<file path="src/rtl/id_operand_fetch_if.sv">
// ID-stage / regfile / forwarding / ID-EX bundle for id_operand_fetch.
// slave is the operand-fetch block's view; master is the surrounding pipeline's view.
interface id_operand_fetch_if #(
  parameter int DW   = 32,
  parameter int AW   = 5,
  parameter int OPW  = 8,
  parameter int CNTW = 16
);
  logic            id_valid;
  logic            id_ready;
  logic [AW-1:0]   id_rs;
  logic [AW-1:0]   id_rt;
  logic            id_rs_re;
  logic            id_rt_re;
  logic [DW-1:0]   id_imm;
  logic [AW-1:0]   id_waddr;
  logic            id_we;
  logic            id_is_load;
  logic [OPW-1:0]  id_aluop;

  logic [AW-1:0]   raddr1;
  logic            re1;
  logic [AW-1:0]   raddr2;
  logic            re2;
  logic [DW-1:0]   rdata1;
  logic [DW-1:0]   rdata2;

  logic            ex_fwd_we;
  logic [AW-1:0]   ex_fwd_waddr;
  logic [DW-1:0]   ex_fwd_wdata;
  logic            ex_fwd_is_load;
  logic            mem_fwd_we;
  logic [AW-1:0]   mem_fwd_waddr;
  logic [DW-1:0]   mem_fwd_wdata;

  logic            ex_stall;
  logic            flush;

  logic            ex_valid;
  logic [OPW-1:0]  ex_aluop;
  logic [DW-1:0]   ex_reg1;
  logic [DW-1:0]   ex_reg2;
  logic [AW-1:0]   ex_waddr;
  logic            ex_we;
  logic            ex_is_load;
  logic            stall_req;
  logic [CNTW-1:0] interlock_cnt;

  modport slave (
    input  id_valid, id_rs, id_rt, id_rs_re, id_rt_re, id_imm, id_waddr, id_we, id_is_load, id_aluop,
    input  rdata1, rdata2,
    input  ex_fwd_we, ex_fwd_waddr, ex_fwd_wdata, ex_fwd_is_load,
    input  mem_fwd_we, mem_fwd_waddr, mem_fwd_wdata,
    input  ex_stall, flush,
    output id_ready, raddr1, re1, raddr2, re2,
    output ex_valid, ex_aluop, ex_reg1, ex_reg2, ex_waddr, ex_we, ex_is_load,
    output stall_req, interlock_cnt
  );

  modport master (
    output id_valid, id_rs, id_rt, id_rs_re, id_rt_re, id_imm, id_waddr, id_we, id_is_load, id_aluop,
    output rdata1, rdata2,
    output ex_fwd_we, ex_fwd_waddr, ex_fwd_wdata, ex_fwd_is_load,
    output mem_fwd_we, mem_fwd_waddr, mem_fwd_wdata,
    output ex_stall, flush,
    input  id_ready, raddr1, re1, raddr2, re2,
    input  ex_valid, ex_aluop, ex_reg1, ex_reg2, ex_waddr, ex_we, ex_is_load,
    input  stall_req, interlock_cnt
  );
endinterface

</file>
<file path="src/rtl/id_operand_fetch.sv">
// Operand fetch with EX/MEM forwarding, load-use interlock and ID/EX register; 1-cycle latency,
// +1 bubble on load-use. ex_stall holds the register and withdraws id_ready; flush kills it.
module id_operand_fetch #(
  parameter int DW   = 32,
  parameter int AW   = 5,
  parameter int OPW  = 8,
  parameter int CNTW = 16
) (
  input  logic clk,
  input  logic rst,
  id_operand_fetch_if.slave bus
);

  typedef struct packed {
    logic           valid;
    logic [OPW-1:0] aluop;
    logic [DW-1:0]  reg1;
    logic [DW-1:0]  reg2;
    logic [AW-1:0]  waddr;
    logic           we;
    logic           is_load;
  } idex_t;

  typedef enum logic {RUN, LDSTALL} state_t;

  state_t          state, state_nxt;
  idex_t           idex_q, idex_d;
  logic [CNTW-1:0] cnt_q;
  logic            hazard, stall_req, id_ready, cnt_inc;
  logic [DW-1:0]   op1, op2;

  function automatic logic [DW-1:0] operand(
    input logic en, input logic [AW-1:0] addr, input logic [DW-1:0] dflt, input logic [DW-1:0] rdata,
    input logic ex_we, input logic [AW-1:0] ex_wa, input logic [DW-1:0] ex_wd,
    input logic mem_we, input logic [AW-1:0] mem_wa, input logic [DW-1:0] mem_wd);
    if (!en)                            return dflt;
    else if (addr == '0)                return '0;
    else if (ex_we && ex_wa == addr)    return ex_wd;
    else if (mem_we && mem_wa == addr)  return mem_wd;
    else                                return rdata;
  endfunction

  always_comb begin
    op1 = operand(bus.id_rs_re, bus.id_rs, '0, bus.rdata1,
                  bus.ex_fwd_we, bus.ex_fwd_waddr, bus.ex_fwd_wdata,
                  bus.mem_fwd_we, bus.mem_fwd_waddr, bus.mem_fwd_wdata);
    op2 = operand(bus.id_rt_re, bus.id_rt, bus.id_imm, bus.rdata2,
                  bus.ex_fwd_we, bus.ex_fwd_waddr, bus.ex_fwd_wdata,
                  bus.mem_fwd_we, bus.mem_fwd_waddr, bus.mem_fwd_wdata);
  end

  always_comb begin
    hazard = bus.id_valid && bus.ex_fwd_is_load && bus.ex_fwd_we && (bus.ex_fwd_waddr != '0) &&
             ((bus.id_rs_re && (bus.id_rs == bus.ex_fwd_waddr)) ||
              (bus.id_rt_re && (bus.id_rt == bus.ex_fwd_waddr)));
    stall_req = !rst && (state == RUN) && hazard;
    id_ready  = !rst && bus.id_valid && !stall_req && !bus.ex_stall;
    cnt_inc   = stall_req && !bus.ex_stall && !bus.flush;
  end

  always_comb begin
    state_nxt = state;
    idex_d    = idex_q;
    if (bus.flush) begin
      state_nxt = RUN;
      idex_d    = '0;
    end else if (!bus.ex_stall) begin
      idex_d = '0;
      if (stall_req) begin
        state_nxt = LDSTALL;
      end else begin
        // LDSTALL lasts exactly one cycle; the load has moved to MEM by now
        state_nxt = RUN;
        if (id_ready) begin
          idex_d.valid   = 1'b1;
          idex_d.aluop   = bus.id_aluop;
          idex_d.reg1    = op1;
          idex_d.reg2    = op2;
          idex_d.waddr   = bus.id_waddr;
          idex_d.we      = bus.id_we;
          idex_d.is_load = bus.id_is_load;
        end
      end
    end
  end

  always_ff @(posedge clk or posedge rst) begin
    if (rst) begin
      state  <= RUN;
      idex_q <= '0;
      cnt_q  <= '0;
    end else begin
      state  <= state_nxt;
      idex_q <= idex_d;
      if (cnt_inc && (cnt_q != '1)) cnt_q <= cnt_q + 1'b1;
    end
  end

  assign bus.raddr1        = bus.id_rs;
  assign bus.re1           = bus.id_rs_re & bus.id_valid;
  assign bus.raddr2        = bus.id_rt;
  assign bus.re2           = bus.id_rt_re & bus.id_valid;
  assign bus.id_ready      = id_ready;
  assign bus.stall_req     = stall_req;
  assign bus.interlock_cnt = cnt_q;
  assign bus.ex_valid      = idex_q.valid;
  assign bus.ex_aluop      = idex_q.aluop;
  assign bus.ex_reg1       = idex_q.reg1;
  assign bus.ex_reg2       = idex_q.reg2;
  assign bus.ex_waddr      = idex_q.waddr;
  assign bus.ex_we         = idex_q.we;
  assign bus.ex_is_load    = idex_q.is_load;

endmodule
</file>
<file path="src/flat_wrapper.sv">
// flat-port wrapper written by rule: the top's interface ports become plain ports
module id_operand_fetch_flat 
#(
  parameter int DW   = 32,
  parameter int AW   = 5,
  parameter int OPW  = 8,
  parameter int CNTW = 16
)
  (clk, rst, bus_id_valid, bus_id_rs, bus_id_rt, bus_id_rs_re, bus_id_rt_re, bus_id_imm, bus_id_waddr, bus_id_we, bus_id_is_load, bus_id_aluop, bus_rdata1, bus_rdata2, bus_ex_fwd_we, bus_ex_fwd_waddr, bus_ex_fwd_wdata, bus_ex_fwd_is_load, bus_mem_fwd_we, bus_mem_fwd_waddr, bus_mem_fwd_wdata, bus_ex_stall, bus_flush, bus_id_ready, bus_raddr1, bus_re1, bus_raddr2, bus_re2, bus_ex_valid, bus_ex_aluop, bus_ex_reg1, bus_ex_reg2, bus_ex_waddr, bus_ex_we, bus_ex_is_load, bus_stall_req, bus_interlock_cnt);
  id_operand_fetch_if #(.DW(DW), .AW(AW), .OPW(OPW), .CNTW(CNTW)) bus_i ();
  input  logic clk;
  input  logic rst;
  input wire logic [$bits(bus_i.id_valid)-1:0] bus_id_valid;
  input wire logic [$bits(bus_i.id_rs)-1:0] bus_id_rs;
  input wire logic [$bits(bus_i.id_rt)-1:0] bus_id_rt;
  input wire logic [$bits(bus_i.id_rs_re)-1:0] bus_id_rs_re;
  input wire logic [$bits(bus_i.id_rt_re)-1:0] bus_id_rt_re;
  input wire logic [$bits(bus_i.id_imm)-1:0] bus_id_imm;
  input wire logic [$bits(bus_i.id_waddr)-1:0] bus_id_waddr;
  input wire logic [$bits(bus_i.id_we)-1:0] bus_id_we;
  input wire logic [$bits(bus_i.id_is_load)-1:0] bus_id_is_load;
  input wire logic [$bits(bus_i.id_aluop)-1:0] bus_id_aluop;
  input wire logic [$bits(bus_i.rdata1)-1:0] bus_rdata1;
  input wire logic [$bits(bus_i.rdata2)-1:0] bus_rdata2;
  input wire logic [$bits(bus_i.ex_fwd_we)-1:0] bus_ex_fwd_we;
  input wire logic [$bits(bus_i.ex_fwd_waddr)-1:0] bus_ex_fwd_waddr;
  input wire logic [$bits(bus_i.ex_fwd_wdata)-1:0] bus_ex_fwd_wdata;
  input wire logic [$bits(bus_i.ex_fwd_is_load)-1:0] bus_ex_fwd_is_load;
  input wire logic [$bits(bus_i.mem_fwd_we)-1:0] bus_mem_fwd_we;
  input wire logic [$bits(bus_i.mem_fwd_waddr)-1:0] bus_mem_fwd_waddr;
  input wire logic [$bits(bus_i.mem_fwd_wdata)-1:0] bus_mem_fwd_wdata;
  input wire logic [$bits(bus_i.ex_stall)-1:0] bus_ex_stall;
  input wire logic [$bits(bus_i.flush)-1:0] bus_flush;
  output wire logic [$bits(bus_i.id_ready)-1:0] bus_id_ready;
  output wire logic [$bits(bus_i.raddr1)-1:0] bus_raddr1;
  output wire logic [$bits(bus_i.re1)-1:0] bus_re1;
  output wire logic [$bits(bus_i.raddr2)-1:0] bus_raddr2;
  output wire logic [$bits(bus_i.re2)-1:0] bus_re2;
  output wire logic [$bits(bus_i.ex_valid)-1:0] bus_ex_valid;
  output wire logic [$bits(bus_i.ex_aluop)-1:0] bus_ex_aluop;
  output wire logic [$bits(bus_i.ex_reg1)-1:0] bus_ex_reg1;
  output wire logic [$bits(bus_i.ex_reg2)-1:0] bus_ex_reg2;
  output wire logic [$bits(bus_i.ex_waddr)-1:0] bus_ex_waddr;
  output wire logic [$bits(bus_i.ex_we)-1:0] bus_ex_we;
  output wire logic [$bits(bus_i.ex_is_load)-1:0] bus_ex_is_load;
  output wire logic [$bits(bus_i.stall_req)-1:0] bus_stall_req;
  output wire logic [$bits(bus_i.interlock_cnt)-1:0] bus_interlock_cnt;
  assign bus_i.id_valid = bus_id_valid;
  assign bus_i.id_rs = bus_id_rs;
  assign bus_i.id_rt = bus_id_rt;
  assign bus_i.id_rs_re = bus_id_rs_re;
  assign bus_i.id_rt_re = bus_id_rt_re;
  assign bus_i.id_imm = bus_id_imm;
  assign bus_i.id_waddr = bus_id_waddr;
  assign bus_i.id_we = bus_id_we;
  assign bus_i.id_is_load = bus_id_is_load;
  assign bus_i.id_aluop = bus_id_aluop;
  assign bus_i.rdata1 = bus_rdata1;
  assign bus_i.rdata2 = bus_rdata2;
  assign bus_i.ex_fwd_we = bus_ex_fwd_we;
  assign bus_i.ex_fwd_waddr = bus_ex_fwd_waddr;
  assign bus_i.ex_fwd_wdata = bus_ex_fwd_wdata;
  assign bus_i.ex_fwd_is_load = bus_ex_fwd_is_load;
  assign bus_i.mem_fwd_we = bus_mem_fwd_we;
  assign bus_i.mem_fwd_waddr = bus_mem_fwd_waddr;
  assign bus_i.mem_fwd_wdata = bus_mem_fwd_wdata;
  assign bus_i.ex_stall = bus_ex_stall;
  assign bus_i.flush = bus_flush;
  assign bus_id_ready = bus_i.id_ready;
  assign bus_raddr1 = bus_i.raddr1;
  assign bus_re1 = bus_i.re1;
  assign bus_raddr2 = bus_i.raddr2;
  assign bus_re2 = bus_i.re2;
  assign bus_ex_valid = bus_i.ex_valid;
  assign bus_ex_aluop = bus_i.ex_aluop;
  assign bus_ex_reg1 = bus_i.ex_reg1;
  assign bus_ex_reg2 = bus_i.ex_reg2;
  assign bus_ex_waddr = bus_i.ex_waddr;
  assign bus_ex_we = bus_i.ex_we;
  assign bus_ex_is_load = bus_i.ex_is_load;
  assign bus_stall_req = bus_i.stall_req;
  assign bus_interlock_cnt = bus_i.interlock_cnt;
  id_operand_fetch #(.DW(DW), .AW(AW), .OPW(OPW), .CNTW(CNTW)) u_core (.clk(clk), .rst(rst), .bus(bus_i));
endmodule
</file>
<file path="config.mk">
export PLATFORM = sky130hd
export DESIGN_NAME = id_operand_fetch_flat
export DESIGN_NICKNAME = d
export VERILOG_FILES = /design/src/rtl/id_operand_fetch_if.sv /design/src/rtl/id_operand_fetch.sv /design/src/flat_wrapper.sv
export SDC_FILE = /design/constraint.sdc
export NUM_CORES = 1
export LEC_CHECK = 0
export BUFFER_PORTS_ARGS = -buffer_cell sky130_fd_sc_hd__buf_4
export CORE_MARGIN = 10
export CORE_UTILIZATION = 40
export CTS_CLUSTER_DIAMETER = 60
export DETAILED_ROUTE_END_ITERATION = 8
export PLACE_DENSITY = 0.8
export RECOVER_POWER = 25
export SYNTH_ARGS = -nofsm -noshare
export SYNTH_HDL_FRONTEND = slang
export SYNTH_SLANG_ARGS = --single-unit
</file>
<file path="constraint.sdc">
create_clock -name clk -period 5.05 [get_ports clk]
set_input_delay 1.01 -clock clk [delete_from_list [all_inputs] [get_ports clk]]
set_output_delay 1.01 -clock clk [all_outputs]
set_load 0.02 [all_outputs]
</file>
==> summary.md <==
The run finished with clean final reports. The routed design has 24100 µm of wire. The synthesized netlist contains 48 unique library cells. The net count of the finished layout is 1124, and the post-route fraction of the period consumed by the critical path is 75.0%. The mux cell area share after synthesis works out to 5.65%. For this run, the leading register cell type out of synthesis is dfrtp_1. Once placement completed, the tool counted placed cells totaling 1091.

The worst voltage drop across the vdd grid was 0.139 mV. After synthesis the netlist holds a flip-flop and latch count of 97. For the worst setup path, the data required time is 4040 ps.

In the routed layout, each cell is associated on average with a via count of 5.60. Setup violations remaining at the end of the flow were counted as 0. At the end of routability-driven placement, the weighted congestion stood at 0.896. Clock latency on the worst-skew pair, taken at its later pin, is 350 ps. The post-synthesis simple-gate area fraction came out at 10.4%. After Yosys synthesis, full adders, half adders and majority gates account for 0.211% of the synthesized area. The critical path goes through clkbuf_1, clkinvlp_2, nand2_1, nor3_1, buf_4. The initial cell density of the core was 40.9%; the maximum number of pins on one net before global-route repair was 81.

The buffer cell driving the clock tree root is clkbuf_16. In the synthesized netlist, the number of instances is 642. The final worst hold slack was 484 ps.

The post-layout minimum cycle time was 3790 ps; the number of optimization iterations in the first detailed-route pass was 5. Of the cells placed in the final design, the portion with a size suffix greater than 1 is 36.0%. At the placement stage, the worst setup path has a slack of 1630 ps. For this block, the initial DRC count from the detailed router was 344. In the routed design, unresolved DRC markers number 0. The total inserted antenna cells was 0. TritonCTS built the clock tree. The worst-case headroom to the max-slew limit is 12.5%.

By area, the combinational part of the netlist is dominated by compound AO/OA/AOI/OAI gates. The final non-filler cell total was 1107. The residual antenna-violating net count after detailed routing is 0. The number of I/O port buffers was 314; the minimum setup slack in the final design was 1260 ps. Setup repair after global routing left no endpoint under its margin. The number of pins exceeding their max-slew limit in the final report came out at 0.

Row generation in the floorplan step produced 44 rows. After clock tree synthesis, the setup repair step added 0 buffers. When the netlist entered floorplanning its net count stood at 848. The highest-delay cell along the critical path was clkinvlp_2. The mean post-synth cell area works out to 9.25 µm². Synthesis-to-layout area growth: 41.1%.

The class of the most critical setup path was input port to output pin. The first global-routing pass estimated 36400 µm of wire. For the die area, the log shows 20100 µm². The floorplan step defined a core boundary enclosing 14500 µm².

The analysis attributes to cell leakage a power of 3.91 nW. In the final routed layout, each cell accounts on average for 21.8 µm. The worst hold path passes through 2 cells.

The clock-pin slew reported for the worst setup and hold paths after clock tree synthesis was 60 ps; the top-level I/O count was 315. Counting flops with a built-in enable in the synthesized netlist gives 0. Of all flip-flops after synthesis, the portion carrying an async set or reset was 100%. The achievable clock frequency was 0.264 GHz. The worst setup path is launched from an input port. The hold violation count in the final report came out at 0. The post-synthesis share of cell area spent on xor and xnor gates was 5.16%; the deepest level of the CTS H-tree was 3.

The filler cells instantiated in the layout total 1378. The peak per-stage delay on the critical path works out to 1020 ps. The compound-gate portion of the synthesized area is 29.7%.

The worst setup path is captured at an output pin. The clock net in this run drives a total of 97 sinks. Power per cell area: 218 nW/µm². Across every metal layer, demand over resource in global routing totals 22.8%. Die boundary height: 142 µm.

In this run the worst path has a maximum fanout of 31. The number of antenna violations at the first check in global routing came out at 2. The die is 142 µm wide.

Measured in cells, the most critical reg-to-reg path has a length of 6. Global routing finished with a remaining overflow of 0. Max-cap violations in this run came to 0. Data arrival time at the worst-slack endpoint: 2780 ps. The cell area after synthesis was 5940 µm²; the estimated wirelength of the detail-placed design was 18200 µm.

The routed layout has 6197 vias. The tools report the number of hold buffers added after CTS as 0. The worst hold path belongs to the class register to register. Pin slew with the least headroom to its limit: 1300 ps.

The number of buffers created by CTS was 9. For this run, the number of Yosys warnings is 0. Between clock sinks in the finished design, the worst skew comes to 7.97 ps. Setup total negative slack on the finished layout was measured at 0 ps.

The sequential cell area fraction in the yosys report is 40.9%, and the maximum count of clock buffers along a single path is 2. The logs give 6483 for the number of global-route vias before repair and 1.83 mW for the total design power. For the post-cts sizing count, the log shows 0.
[synthesized netlist by cell type, drive strengths merged, types with 13 or more instances]
cell    number  area share [%]
a22oi       32             4.0
buf         28             3.8
xnor2       24             3.5
clkbuf      31             2.0
mux2i       32             5.4
o211ai      33             4.4
o21ai       98             8.4
o21a        32             4.0
nand2       79             5.0
a22o        47             7.5
inv         35             2.2
dfrtp       97              41
nor2        13             1.2
[placed cells by master, fill, tap and decap left out, types with 2 or more instances in the layout]
cell type,count
clkbuf_1,49
o21ai_0,68
a22o_2,25
dfrtp_1,97
buf_4,276
a22oi_1,32
inv_1,34
nor2b_4,2
a22o_1,22
nor2_4,3
o21ai_1,29
mux2i_1,32
clkbuf_16,9
nand4_1,5
xor2_1,11
o211ai_1,32
xnor2_1,24
o21a_1,32
and2_1,3
nor2_1,9
nand2_1,79
nor3_1,6
clkinv_2,3
nand3_1,11
and4_1,2
[cell type report]
type                       instances  area (µm²)  share of cell area, %
sequential                        97        2430                   29.0
timing repair buffer             324        2250                   26.9
clock buffer                      11         243                   2.90
tap                              184         230                   2.75
multi-input combinational        450        3060                   36.5
inverter                          36         136                   1.63
clock inverter                     5        31.3                  0.373
[cells by family (layout without fill, tap and decap cells)]
| family | count (synthesis) | in the layout |
|---|---|---|
| simple gates | 131 | 131 |
| flops | 97 | 97 |
| mux | 33 | 33 |
| fa+ha+maj | 1 | 1 |
| xor+xnor | 35 | 35 |
| buf+inv | 95 | 376 |
| compound gates | 250 | 250 |
[per-stage QoR]
stage | cell area, µm² | util (%)
after floorplan | 5940 | -
after global placement | 8290 | 57.0
after detailed placement | 8290 | 57.0
after CTS | 8560 | 58.9
after global routing | 8380 | 57.7
final | 8380 | 57.7
[path summary, 6_finish.rpt]
path                                                         start                                  to  slack, ps
worst min register to register  u_core.bus.ex_reg2[29]$_DFFE_PP0P_  u_core.bus.ex_reg2[29]$_DFFE_PP0P_        480
worst max-delay path                                           rst                        bus_id_ready       1260
worst max register to register            u_core.state$_DFFE_PP0P_  u_core.bus.ex_reg1[31]$_DFFE_PP0P_       2890
max in group asynchronous                                      rst  u_core.bus.ex_reg2[21]$_DFFE_PP0P_       2660
worst min-delay path            u_core.bus.ex_reg2[29]$_DFFE_PP0P_  u_core.bus.ex_reg2[29]$_DFFE_PP0P_        480
min in group asynchronous                                      rst  u_core.bus.ex_waddr[0]$_DFFE_PP0P_        930
[state kept, by name, indices dropped and copies added (netlist names)]
register and cells:
u_core.bus.ex_we 1, u_core.state 1, u_core.bus.ex_is_load 1, u_core.bus.interlock_cnt 16, u_core.bus.ex_aluop 8, u_core.bus.ex_reg1 32
u_core.bus.ex_valid 1, u_core.bus.ex_reg2 32, u_core.bus.ex_waddr 5
[where the power goes]
group          internal [mW]  switching (mW)  leakage, nW
Combinational          0.186           0.197         2.43
Sequential             0.790         0.00812         1.34
Clock                  0.346           0.299        0.135
Total                   1.32           0.504         3.91
[per-layer routing]
| layer | track usage (%) | part of all wire, % |
|---|---|---|
| met5 | 0 | 0 |
| met4 | 6.94 | 2.0 |
| met1 | 26.5 | 38 |
| met2 | 38.8 | 50 |
| met3 | 7.48 | 10 |
[critical path: cells and delay by family]
kind                   cells  cell delay [ps]
buffers and inverters      3             1300
AND/OR/NAND/NOR            2              460
Note: power is estimated with default switching activity, not from simulation.
